**config.mk**
```make
export PLATFORM = sky130hd
export DESIGN_NAME = multi_port_charge_manager
export DESIGN_NICKNAME = d
export VERILOG_FILES = /design/src/rtl/charger_pkg.sv /design/src/rtl/port_timer.sv /design/src/rtl/multi_port_charge_manager.sv
export SDC_FILE = /design/constraint.sdc
export NUM_CORES = 1
export LEC_CHECK = 0
export ABC_AREA = 1
export CORE_UTILIZATION = 45
export CTS_CLUSTER_DIAMETER = 50
export DETAILED_ROUTE_END_ITERATION = 7
export MAX_ROUTING_LAYER = met4
export PLACE_DENSITY = 0.65
export SLEW_MARGIN = 20
export SYNTH_ARGS = -nofsm -noshare
export SYNTH_HDL_FRONTEND = slang
export SYNTH_SLANG_ARGS = --single-unit
```
**constraint.sdc**
```tcl
create_clock -name clk -period 3.7 [get_ports clk]
set_input_delay 0.74 -clock clk [delete_from_list [all_inputs] [get_ports clk]]
set_output_delay 0.74 -clock clk [all_outputs]
set_load 0.02 [all_outputs]
```
**src/rtl/charger_pkg.sv**
```systemverilog
// Shared types and width helpers for the multi-port charge manager.
package charger_pkg;

    typedef enum logic {
        S_IDLE  = 1'b0,
        S_ENTRY = 1'b1
    } entry_state_t;

    function automatic int amt_width(input int max_amount);
        return $clog2(max_amount + 1);
    endfunction

    function automatic int time_width(input int max_amount, input int sec_per_unit);
        return $clog2(max_amount * sec_per_unit + 1);
    endfunction

    function automatic int psel_width(input int num_ports);
        return (num_ports <= 1) ? 1 : $clog2(num_ports);
    endfunction

endpackage

```
**src/rtl/port_timer.sv**
```systemverilog
// Per-port countdown timer: loads a charge time, counts down on tick,
// pulses done on natural expiry. Abort beats load, load beats tick.
module port_timer #(
    parameter int TIME_W = 6
) (
    input  logic              clk,
    input  logic              rst_n,
    input  logic              tick,
    input  logic              load,
    input  logic [TIME_W-1:0] load_val,
    input  logic              abort,
    output logic [TIME_W-1:0] remaining,
    output logic              busy,
    output logic              done
);

    always_ff @(posedge clk or negedge rst_n) begin
        if (!rst_n) begin
            remaining <= '0;
            busy      <= 1'b0;
            done      <= 1'b0;
        end else if (abort) begin
            remaining <= '0;
            busy      <= 1'b0;
            done      <= 1'b0;
        end else if (load) begin
            remaining <= load_val;
            busy      <= (load_val != '0);
            done      <= 1'b0;
        end else if (tick && remaining != '0) begin
            remaining <= remaining - 1'b1;
            busy      <= (remaining != TIME_W'(1));
            done      <= (remaining == TIME_W'(1));
        end else begin
            done      <= 1'b0;
        end
    end

endmodule

```
**src/rtl/multi_port_charge_manager.sv**
```systemverilog
// Keypad amount entry with saturation, converted to charge time and
// committed to one of NUM_PORTS independent countdown timers.
module multi_port_charge_manager
    import charger_pkg::*;
#(
    parameter int  CLK_HZ       = 50_000_000,
    parameter int  TICK_HZ      = 1,
    parameter int  NUM_PORTS    = 2,
    parameter int  MAX_AMOUNT   = 20,
    parameter int  SEC_PER_UNIT = 2,
    parameter int  MAX_DIGITS   = 2,
    localparam int AMT_W        = amt_width(MAX_AMOUNT),
    localparam int TIME_W       = time_width(MAX_AMOUNT, SEC_PER_UNIT),
    localparam int PSEL_W       = psel_width(NUM_PORTS)
) (
    input  logic                          clk,
    input  logic                          rst_n,
    input  logic                          key_valid,
    input  logic [3:0]                    key_value,
    input  logic [PSEL_W-1:0]             port_sel,
    input  logic                          start,
    input  logic                          cancel,
    output logic [AMT_W-1:0]              entry_amount,
    output logic                          entry_active,
    output logic [NUM_PORTS-1:0]          busy,
    output logic [NUM_PORTS*TIME_W-1:0]   remaining_time,
    output logic [NUM_PORTS-1:0]          done,
    output logic                          err
);

    localparam int DIV   = CLK_HZ / TICK_HZ;
    localparam int CNT_W = $clog2(DIV);
    localparam int DIG_W = $clog2(MAX_DIGITS + 1);
    localparam int PAD_W = 1 << PSEL_W;
    localparam int ACC_W = AMT_W + 5;

    logic [CNT_W-1:0]     tick_cnt_reg;
    logic                 tick;
    entry_state_t         state_reg, state_next;
    logic [AMT_W-1:0]     amount_reg, amount_next;
    logic [DIG_W-1:0]     count_reg, count_next;
    logic                 err_reg, err_next;
    logic                 do_load, do_abort;
    logic [PAD_W-1:0]     busy_pad;
    logic                 sel_ok, sel_busy, start_ok, digit_ok;
    logic [ACC_W-1:0]     acc_wide;
    logic [AMT_W-1:0]     acc_sat;
    logic [TIME_W-1:0]    load_val;
    logic [NUM_PORTS-1:0] load_vec, abort_vec;

    assign tick = (tick_cnt_reg == CNT_W'(DIV - 1));

    always_ff @(posedge clk or negedge rst_n) begin
        if (!rst_n)
            tick_cnt_reg <= '0;
        else if (tick)
            tick_cnt_reg <= '0;
        else
            tick_cnt_reg <= tick_cnt_reg + 1'b1;
    end

    // Pad busy to a power of two so any port_sel value indexes safely.
    always_comb begin
        busy_pad = '0;
        for (int i = 0; i < NUM_PORTS; i++)
            busy_pad[i] = busy[i];
    end

    assign sel_ok   = (int'(port_sel) < NUM_PORTS);
    assign sel_busy = busy_pad[port_sel];
    assign digit_ok = key_valid && (key_value <= 4'd9);
    assign start_ok = (state_reg == S_ENTRY) && (amount_reg != '0) && sel_ok && !sel_busy;

    // Wide accumulate so amount*10+digit cannot wrap before saturating.
    assign acc_wide = ((state_reg == S_ENTRY) ? ACC_W'(amount_reg) : ACC_W'(0)) * ACC_W'(10)
                      + ACC_W'(key_value);
    assign acc_sat  = (acc_wide > ACC_W'(MAX_AMOUNT)) ? AMT_W'(MAX_AMOUNT) : acc_wide[AMT_W-1:0];
    assign load_val = TIME_W'(int'(amount_reg) * SEC_PER_UNIT);

    always_comb begin
        state_next  = state_reg;
        amount_next = amount_reg;
        count_next  = count_reg;
        err_next    = 1'b0;
        do_load     = 1'b0;
        do_abort    = 1'b0;
        if (cancel) begin
            if (state_reg == S_ENTRY) begin
                state_next  = S_IDLE;
                amount_next = '0;
                count_next  = '0;
            end else if (sel_ok) begin
                do_abort = 1'b1;
            end
        end else if (start) begin
            if (start_ok) begin
                do_load     = 1'b1;
                state_next  = S_IDLE;
                amount_next = '0;
                count_next  = '0;
            end else begin
                err_next = 1'b1;
            end
        end else if (digit_ok) begin
            if (state_reg == S_IDLE) begin
                state_next  = S_ENTRY;
                amount_next = acc_sat;
                count_next  = DIG_W'(1);
            end else if (count_reg < DIG_W'(MAX_DIGITS)) begin
                amount_next = acc_sat;
                count_next  = count_reg + 1'b1;
            end
        end
    end

    always_ff @(posedge clk or negedge rst_n) begin
        if (!rst_n) begin
            state_reg  <= S_IDLE;
            amount_reg <= '0;
            count_reg  <= '0;
            err_reg    <= 1'b0;
        end else begin
            state_reg  <= state_next;
            amount_reg <= amount_next;
            count_reg  <= count_next;
            err_reg    <= err_next;
        end
    end

    assign entry_amount = amount_reg;
    assign entry_active = (state_reg == S_ENTRY);
    assign err          = err_reg;

    generate
        for (genvar gi = 0; gi < NUM_PORTS; gi++) begin : g_port
            assign load_vec[gi]  = do_load  && (port_sel == PSEL_W'(gi));
            assign abort_vec[gi] = do_abort && (port_sel == PSEL_W'(gi));

            port_timer #(
                .TIME_W (TIME_W)
            ) u_timer (
                .clk       (clk),
                .rst_n     (rst_n),
                .tick      (tick),
                .load      (load_vec[gi]),
                .load_val  (load_val),
                .abort     (abort_vec[gi]),
                .remaining (remaining_time[gi*TIME_W +: TIME_W]),
                .busy      (busy[gi]),
                .done      (done[gi])
            );
        end
    endgenerate

endmodule

```
After elaboration in Yosys (flattened, before gate mapping)
Cells that the tools add are included.
{"block": "op_classes", "n_addsub": 5, "mul": 1, "n_lt_le_gt_ge": 4, "n_eq_ne": 8, "mux": 49, "bitwise_logic": 1, "n_reduce_logical": 19}
{"op": "$mux W5", "n": 9}
{"op": "$mux W6", "n": 6}
{"op": "$add A26 B1 Y26 const B", "n": 1}
{"op": "$eq A26 B26 Y1 const B", "n": 1}
{"op": "$mux W1", "n": 26}
{"op": "$mux W26", "n": 1}
{"op": "$reduce_bool A6 Y1", "n": 3}
{"op": "$mux W2", "n": 7}
{"op": "$eq A6 B1 Y1 const B", "n": 2}
{"op": "$ne A6 B1 Y1 const B", "n": 2}
{"op": "$sub A6 B1 Y6 const B", "n": 2}
{"op": "$add A9 B4 Y10", "n": 1}
{"op": "$gt A10 B5 Y1 const B", "n": 1}
{"op": "$logic_and A1 B1 Y1", "n": 9}
{"op": "$reduce_bool A3 Y1", "n": 3}
{"op": "$mul A5 B3 Y8 const B", "n": 1}
{"op": "$reduce_bool A5 Y1", "n": 1}
{"op": "$le A4 B4 Y1 const B", "n": 1}
{"op": "$ne A4 B3 Y1 const B", "n": 1}
{"op": "$reduce_and A4 Y1", "n": 1}
{"op": "$ne A3 B1 Y1 const B", "n": 1}
{"op": "$add A2 B1 Y2 const B", "n": 1}
{"op": "$lt A1 B2 Y1 const B", "n": 1}
{"op": "$lt A2 B2 Y1 const B", "n": 1}
{"op": "4 further kinds", "n": 4}
{"block": "totals", "reg_bits": 51, "input_bits": 10, "out_inout_bits": 23, "wordCells": 98}

Logic depth before layout (Yosys ltp)
Gate-level depths: netlist of the first run.
{"block": "logic_depth", "word_depth": 10, "depth_mapped": 17, "depth_no_buf": 16}

By module
A second synthesis of the first run with hierarchy kept.
{"block": "hier_totals", "cells_unflattened": 459, "hier_area_um2": 3485.8}
{"module": "multi_port_charge_manager", "n_inst": 1, "cells_each": 317, "area_per_inst_um2": 2337.2, "seq_area_each_um2": 875.8}
{"module": "port_timer", "n_inst": 2, "cells_each": 71, "area_per_inst_um2": 574.3, "seq_area_each_um2": 200.2}

Worst setup path after synthesis of the first run
No wires, ideal clock.
{"block": "synth_path", "path_type": "flip-flop to flip-flop", "from": "register state_reg, in the netlist entry_active", "to": "register amount_reg[0], in the netlist entry_amount[0]", "setup_ns": 0.065, "t_arrival_ns": 2.432, "required_ns": 3.635, "setup_slack_ns": 1.202, "stages_incl_launch_ff": 15, "n_path_buf": 1, "synth_period_minus_slack_ns": 2.498, "cell_sequence": "dfrtp_1 buf_4 nand2_1 nor2_1 nor2_1 ha_1 fa_1 inv_1 nor2_1 nand2_1 nand2_1 nand2_1 nor3b_1 nand3_1 nand2_1"}
{"block": "synth_between", "elab_chain_cells": 10, "elab_cells_between_ends": 16, "classes_between": "add/sub: 1; mul: 1; order compare: 1; eq/ne: 3; mux: 7; reduce/logical: 3"}
{"element": "start, declared", "line_no": "multi_port_charge_manager.sv:39", "source": "entry_state_t state_reg, state_next;"}
{"element": "start signal, assigned", "line_no": "multi_port_charge_manager.sv:123", "source": "state_reg <= state_next;"}
{"element": "$mux W5", "line_no": "multi_port_charge_manager.sv:75", "source": "assign acc_wide = ((state_reg == S_ENTRY) ? ACC_W'(amount_reg) : ACC_W'(0)) * ACC_W'(10)"}
{"element": "$mul A5 B3 Y8", "line_no": "multi_port_charge_manager.sv:75"}
{"element": "$add A9 B4 Y10", "line_no": "multi_port_charge_manager.sv:76", "source": "+ ACC_W'(key_value);"}
{"element": "$gt A10 B5 Y1", "line_no": "multi_port_charge_manager.sv:77", "source": "assign acc_sat = (acc_wide > ACC_W'(MAX_AMOUNT)) ? AMT_W'(MAX_AMOUNT) : acc_wide[AMT_W-1:0];"}
{"element": "$mux W5", "line_no": "multi_port_charge_manager.sv:77"}
{"element": "$mux W5", "line_no": "multi_port_charge_manager.sv:109", "source": "end else if (count_reg < DIG_W'(MAX_DIGITS)) begin"}
{"element": "$mux W5", "line_no": "multi_port_charge_manager.sv:105", "source": "if (state_reg == S_IDLE) begin"}
{"element": "$mux W5", "line_no": "multi_port_charge_manager.sv:104", "source": "end else if (digit_ok) begin"}
{"element": "$mux W5", "line_no": "multi_port_charge_manager.sv:95", "source": "end else if (start) begin"}
{"element": "$mux W5", "line_no": "multi_port_charge_manager.sv:87", "source": "if (cancel) begin"}
{"element": "end signal, assigned", "line_no": "multi_port_charge_manager.sv:124", "source": "amount_reg <= amount_next;"}
{"element": "end, declared", "line_no": "multi_port_charge_manager.sv:40", "source": "logic [AMT_W-1:0] amount_reg, amount_next;"}
Parallel ways exist; a longest one is shown, timed or not. The select of a mux whose other input is x is not followed.
A chain may end at the register's enable or synchronous reset.

Worst setup path in the final report of the first run
{"block": "layout_path", "from": "register state_reg, in the netlist entry_active", "to": "register amount_reg[1], in the netlist entry_amount[1]"}
The elaborated chain is that of the path after synthesis.

==> impl_metrics.tcl, run 1 <==
set metrics [dict create \
    status "finished, final reports clean" \
    clock-root-buffer "clkbuf_8" \
    peakVddDrop_uv 289 \
    cts_tree "yes" \
    post-route-min-period_ns 2.69 \
    grt.total_usage_pct 21.3 \
    synth_nets 505 \
    postCtsSetupBuffers 0 \
    core_area_mm2 0.00769 \
    yosysWarningCount 0 \
    avgSynthCellArea_um2 7.41 \
    synth_edf_count 0 \
    cts_inserted_buffers 5 \
    postSynth.asyncResetShare_pct 100 \
    post-place-cells 603 \
    cp_max_fo 15 \
    ys_ff_latch 51 \
    hpwl_um 6070 \
    hold_viol_final 0 \
    core.rowCount 32 \
    cellPowerDensity_mw_per_mm2 430 \
    finalSetupTns_ns 0 \
    largest_reg_flops 26 \
    fillers 753 \
    clock_path_buffers 2 \
    period_share_pct 72.8 \
    finalPower_mw 1.72 \
    combinationalPowerShare_pct 38.9 \
    critPathRequiredTime_ns 3.95 \
    hold_slack_ns 0.407 \
    critPathKind "flop to flop" \
    setup_ws_ns 1.01 \
    die_h_um 90.9 \
    synthCells 480 \
    seqPwrFrac_pct 42.7 \
    firstDrtPassIters 4 \
    holdBufCountCts 0 \
    switching_share_pct 38.4 \
    antennaDiodeCount 0 \
    gp_congestion 0.903 \
    die_width_um 90.9 \
    worst_slew_pin_slew_ns 0.599 \
    cts_sinks 51 \
    yosysSeqAreaShare_pct 35.9 \
    io_pins 33 \
    switching_power_uw 659 \
    detailedPlace.worstSlack_ns 0.917 \
    clkTransAtPathRegs_ns 0.09 \
    final_layout_size_suffix_gt1_share_pct 6.29 \
    cellInternalPower_mw 1.06 \
    placed_area_mm2 0.00392 \
    setup-violations-final 0 \
    io_buffers 32 \
    area_growth_pct 12.5 \
    antenna_found_initial 0 \
    worstSetupEndpointType "flop" \
    ys.flop_type "dfrtp_1" \
    nets 533 \
    initial_core_util_pct 46.2 \
    min_path_type "input pin to async pin" \
    netlist.area_leader.share_pct 35.9 \
    grt_pass1_vias 3000 \
    final_util_pct 52.0 \
    instances_no_fill 611 \
    grt_pass1_wl_um 14000 \
    synth.area.top_cells "dfrtp_1 36%, nand2_1 11%, nor2_1 7.6%" \
    wl_per_cell_um 13.1 \
    ant_nets 0 \
    vias_per_cell 5.17 \
    skew_ns 0.00961 \
    yosysTopAreaCell "dfrtp_1" \
    start_kind "flop" \
    clk_latency_ns 0.31 \
    design_area_mm2 0.00400 \
    max_cap_violations 0 \
    synth_area_mm2 0.00355 \
    synth.distinct_cells 40 \
    grt_remaining_overflow 0 \
    routed_wl_um 8030 \
    clkPwrFrac_pct 18.4 \
    maxSlewViolCount 0 \
    leakage_nw 2.05 \
    h-tree-depth 2 \
    grt_max_degree 29 \
    max_slew_margin_pct 59.7 \
    fp.dieArea_mm2 0.00826 \
    vias 3156 \
    post_cts_resized 0 \
    rsz0062_at_grt "no" \
    drtIter0Drc 181 \
    drc 0 \
    cp.arrival_ns 2.94 \
    max_freq_mhz 371 \
]
-- cells in the mapped netlist (3+ instances only) --
master,n
a21oi_1,16
buf_2,3
buf_4,5
dfrtp_1,51
ha_1,13
inv_1,67
nand2_1,104
nand2_2,3
nand2_4,3
nand3_1,35
nand3_4,4
nand4_1,25
nor2_1,72
nor3_1,12
o21ai_0,15
xnor2_1,5
xor2_1,13
-- final timing paths --
check                                               start                          end  slack [ns]  cells past startpoint
worst min-delay path                                rst_n   tick_cnt_reg[23]$_DFF_PN0_        0.41                      1
worst max register to register   entry_active$_DFFE_PN0P_  entry_amount[1]$_DFFE_PN0P_        1.01                     13
max in group asynchronous                           rst_n  entry_amount[3]$_DFFE_PN0P_        2.51                      2
worst min register to register  tick_cnt_reg[0]$_DFF_PN0_    tick_cnt_reg[0]$_DFF_PN0_        0.47                      1
min in group clk                tick_cnt_reg[0]$_DFF_PN0_    tick_cnt_reg[0]$_DFF_PN0_        0.47                      1
worst max-delay path             entry_active$_DFFE_PN0P_  entry_amount[1]$_DFFE_PN0P_        1.01                     13
-- power groups by stage --
| stage | clock network (mW) | registers, mW | logic (mW) |
|---|---|---|---|
| 2_1_floorplan | 0 | 0.787 | 0.391 |
| 3_3_place_gp | 0 | 0.741 | 0.661 |
| 3_5_place_dp | 0 | 0.743 | 0.667 |
| 4_1_cts | 0.326 | 0.732 | 0.674 |
| 5_1_grt | 0.350 | 0.748 | 0.757 |
| 6_report | 0.316 | 0.733 | 0.668 |
-- cells in the final DEF, fill, tap and decap left out, drive strengths merged, types with 5 or more instances in the layout --
cell and count:
a21oi 16, clkbuf 7, clkdlybuf4s50 31, dfrtp 51, ha 13, inv 70, nand2 110, nand3 41
nand4 25, nor2 76, nor3 15, o21ai 16, xnor2 5, xor2 13
-- worst max-delay path, stage by stage, from the launching register on --
cell	delay, ns
dfrtp_1	0.66
nand2_1	0.13
nor2_1	0.23
nor2_1	0.09
ha_1	0.23
fa_1	0.49
inv_1	0.05
nor2_1	0.09
nand2_1	0.05
nand2_1	0.05
nand2_1	0.06
nor3b_1	0.31
nand3_1	0.12
nand2_1	0.08
-- per-layer routing --
| layer | global-route usage, % | wire length, um | vias to the layer above | share of wire (%) |
|---|---|---|---|---|
| met5 | - | 0 | - | 0 |
| met2 | 33.5 | 3690 | 76 | 46 |
| met4 | 5.69 | 72 | 0 | 0.90 |
| met1 | 29.2 | 3900 | 1468 | 49 |
| li1 | - | - | 1605 | - |
| met3 | 2.69 | 376 | 7 | 4.7 |
-- logic make-up after synthesis --
| family | count (synthesis) | share of synthesized area (%) |
|---|---|---|
| DFF | 51 | 35.9 |
| AOI/OAI and AO/OA | 37 | 5.49 |
| adders and majority gates | 15 | 5.70 |
| buffers and inverters | 83 | 10.2 |
| xor gates and xnor gates | 18 | 4.44 |
| and+or+nand+nor | 276 | 38.3 |
-- layout make-up --
type	count	area, um^2	share of cell area (%)
clock buffer	7	76.3	1.91
inverter	71	274	6.85
clock inverter	1	5.00	0.125
sequential	51	1280	31.9
tap	102	128	3.19
timing repair buffer	33	323	8.07
multi-input combinational	346	1920	47.9
Note: power is estimated with default switching activity, not from simulation.
==> inputs of run 2 (changes only) <==
==> constraint.sdc (replaced) <==
create_clock -name clk -period 2.8 [get_ports clk]
set_input_delay 0.56 -clock clk [delete_from_list [all_inputs] [get_ports clk]]
set_output_delay 0.56 -clock clk [all_outputs]
set_load 0.02 [all_outputs]
==> impl_metrics.tcl, run 2 (synthesized netlist as in run 1, its figures left out) <==
set metrics [dict create \
    status "finished, final reports clean" \
    grt.total_usage_pct 21.0 \
    grt_remaining_overflow 0 \
    antennaDiodeCount 0 \
    final_util_pct 52.5 \
    clock_path_buffers 2 \
    clkTransAtPathRegs_ns 0.09 \
    wl_met3_um 345 \
    worstSetupEndpointType "flop" \
    critPathKind "flop to flop" \
    wl_met2_um 3600 \
    core_area_mm2 0.00769 \
    peakVddDrop_uv 370 \
    max_slew_margin_pct 61.9 \
    cts_tree "yes" \
    grt_pass1_wl_um 13700 \
    postCtsSetupBuffers 0 \
    ant_nets 0 \
    clk_latency_ns 0.31 \
    routed_wl_um 8050 \
    holdBufCountCts 0 \
    core.rowCount 32 \
    final_layout_size_suffix_gt1_share_pct 6.86 \
    max_freq_mhz 400 \
    finalPower_mw 2.32 \
    worst_slew_pin_slew_ns 0.566 \
    period_share_pct 89.2 \
    maxSlewViolCount 0 \
    area_growth_pct 13.6 \
    initial_core_util_pct 46.2 \
    top_layer "met4" \
    die_width_um 90.9 \
    cellPowerDensity_mw_per_mm2 576 \
    hpwl_um 6040 \
    largest_reg_flops 26 \
    wl_met1_um 3970 \
    post-route-min-period_ns 2.50 \
    drtIter0Drc 170 \
    vias_per_cell 5.19 \
    post_cts_resized 0 \
    finalSetupTns_ns 0 \
    final_common_cell "nand2_1" \
    layout_common_cells "104 x nand2_1, 72 x nor2_1, 67 x inv_1" \
    vias 3174 \
    min_path_type "input pin to async pin" \
    wl_per_cell_um 13.1 \
    cts_sinks 51 \
    fp.dieArea_mm2 0.00826 \
    die_h_um 90.9 \
    grt_pass1_vias 3047 \
    gp_congestion 0.916 \
    clock-root-buffer "clkbuf_8" \
    hold_viol_final 0 \
    cp.arrival_ns 2.75 \
    io_buffers 32 \
    hold_slack_ns 0.217 \
    h-tree-depth 2 \
    setup-violations-final 0 \
    firstDrtPassIters 4 \
    cts_inserted_buffers 5 \
    cp_max_fo 9 \
    critPathRequiredTime_ns 3.05 \
    rsz0062_at_grt "no" \
    io_pins 33 \
    skew_ns 0.00675 \
    nets 534 \
    max_cap_violations 0 \
    drc 0 \
    grt_max_degree 52 \
    antenna_found_initial 0 \
    leakage_nw 2.07 \
    start_kind "flop" \
]
-- run 2: changes by cell type in the layout (fill, tap and decap cells not counted) --
cell	delta
clkinv_2	-1
dfrtp_1	-1
dfrtp_2	+1
clkbuf_1	-1
buf_12	+1
clkbuf_8	+2
-- run 2: per-layer routing --
| layer | track usage, % | vias to the layer above |
|---|---|---|
| met5 | - | - |
| met2 | 33.3 | 78 |
| met1 | 28.2 | 1482 |
| met3 | 2.86 | 11 |
| met4 | 6.08 | 0 |
| li1 | - | 1603 |
-- run 2: final cells by class --
cell class	count	area, um^2
fill	755	3650
clock buffer	8	100
inverter	71	274
timing repair buffer	34	343
multi-input combinational	346	1920
tap	102	128
sequential	51	1280
-- run 2: report_power, final --
part	switching [mW]	internal (mW)	leakage (nW)
combinational	0.493	0.395	1.35
sequential	0.137	0.831	0.672
clock	0.242	0.226	0.0515
total	0.872	1.45	2.07
-- run 2: path summary, 6_finish.rpt --
check                                             from  slack [ns]  cells after the start                          end
max                        entry_amount[2]$_DFFE_PN0P_        0.30                     12  entry_amount[3]$_DFFE_PN0P_
min                                              rst_n        0.22                      2   tick_cnt_reg[25]$_DFF_PN0_
max reg2reg                entry_amount[2]$_DFFE_PN0P_        0.30                     12  entry_amount[3]$_DFFE_PN0P_
min reg2reg                  tick_cnt_reg[0]$_DFF_PN0_        0.47                      1    tick_cnt_reg[0]$_DFF_PN0_
max in group asynchronous                        rst_n        2.32                      2     entry_active$_DFFE_PN0P_
min in group clk             tick_cnt_reg[0]$_DFF_PN0_        0.47                      1    tick_cnt_reg[0]$_DFF_PN0_
-- run 2: metrics by stage --
stage | instance area, um^2 | worst slack [ns] | instances
3_5_place_dp | 3940 | 0.202 | 604
3_3_place_gp | 3940 | 0.248 | 604
6_report | 4040 | 0.301 | 612
5_1_grt | 4040 | 0.0296 | 612
4_1_cts | 4040 | 0.221 | 612
2_1_floorplan | 3550 | 0.302 | 480
-- run 2: critical path: stages (launching register included) --
cell     delay, ns
dfrtp_1       0.57
nor2_1        0.12
or3_1         0.36
inv_1         0.07
ha_1          0.26
nand2_1       0.09
nand2_1       0.06
nor2_1        0.16
nand2_1       0.09
nand3_1       0.13
nor3b_1       0.33
nand3_1       0.13
nand2_1       0.08
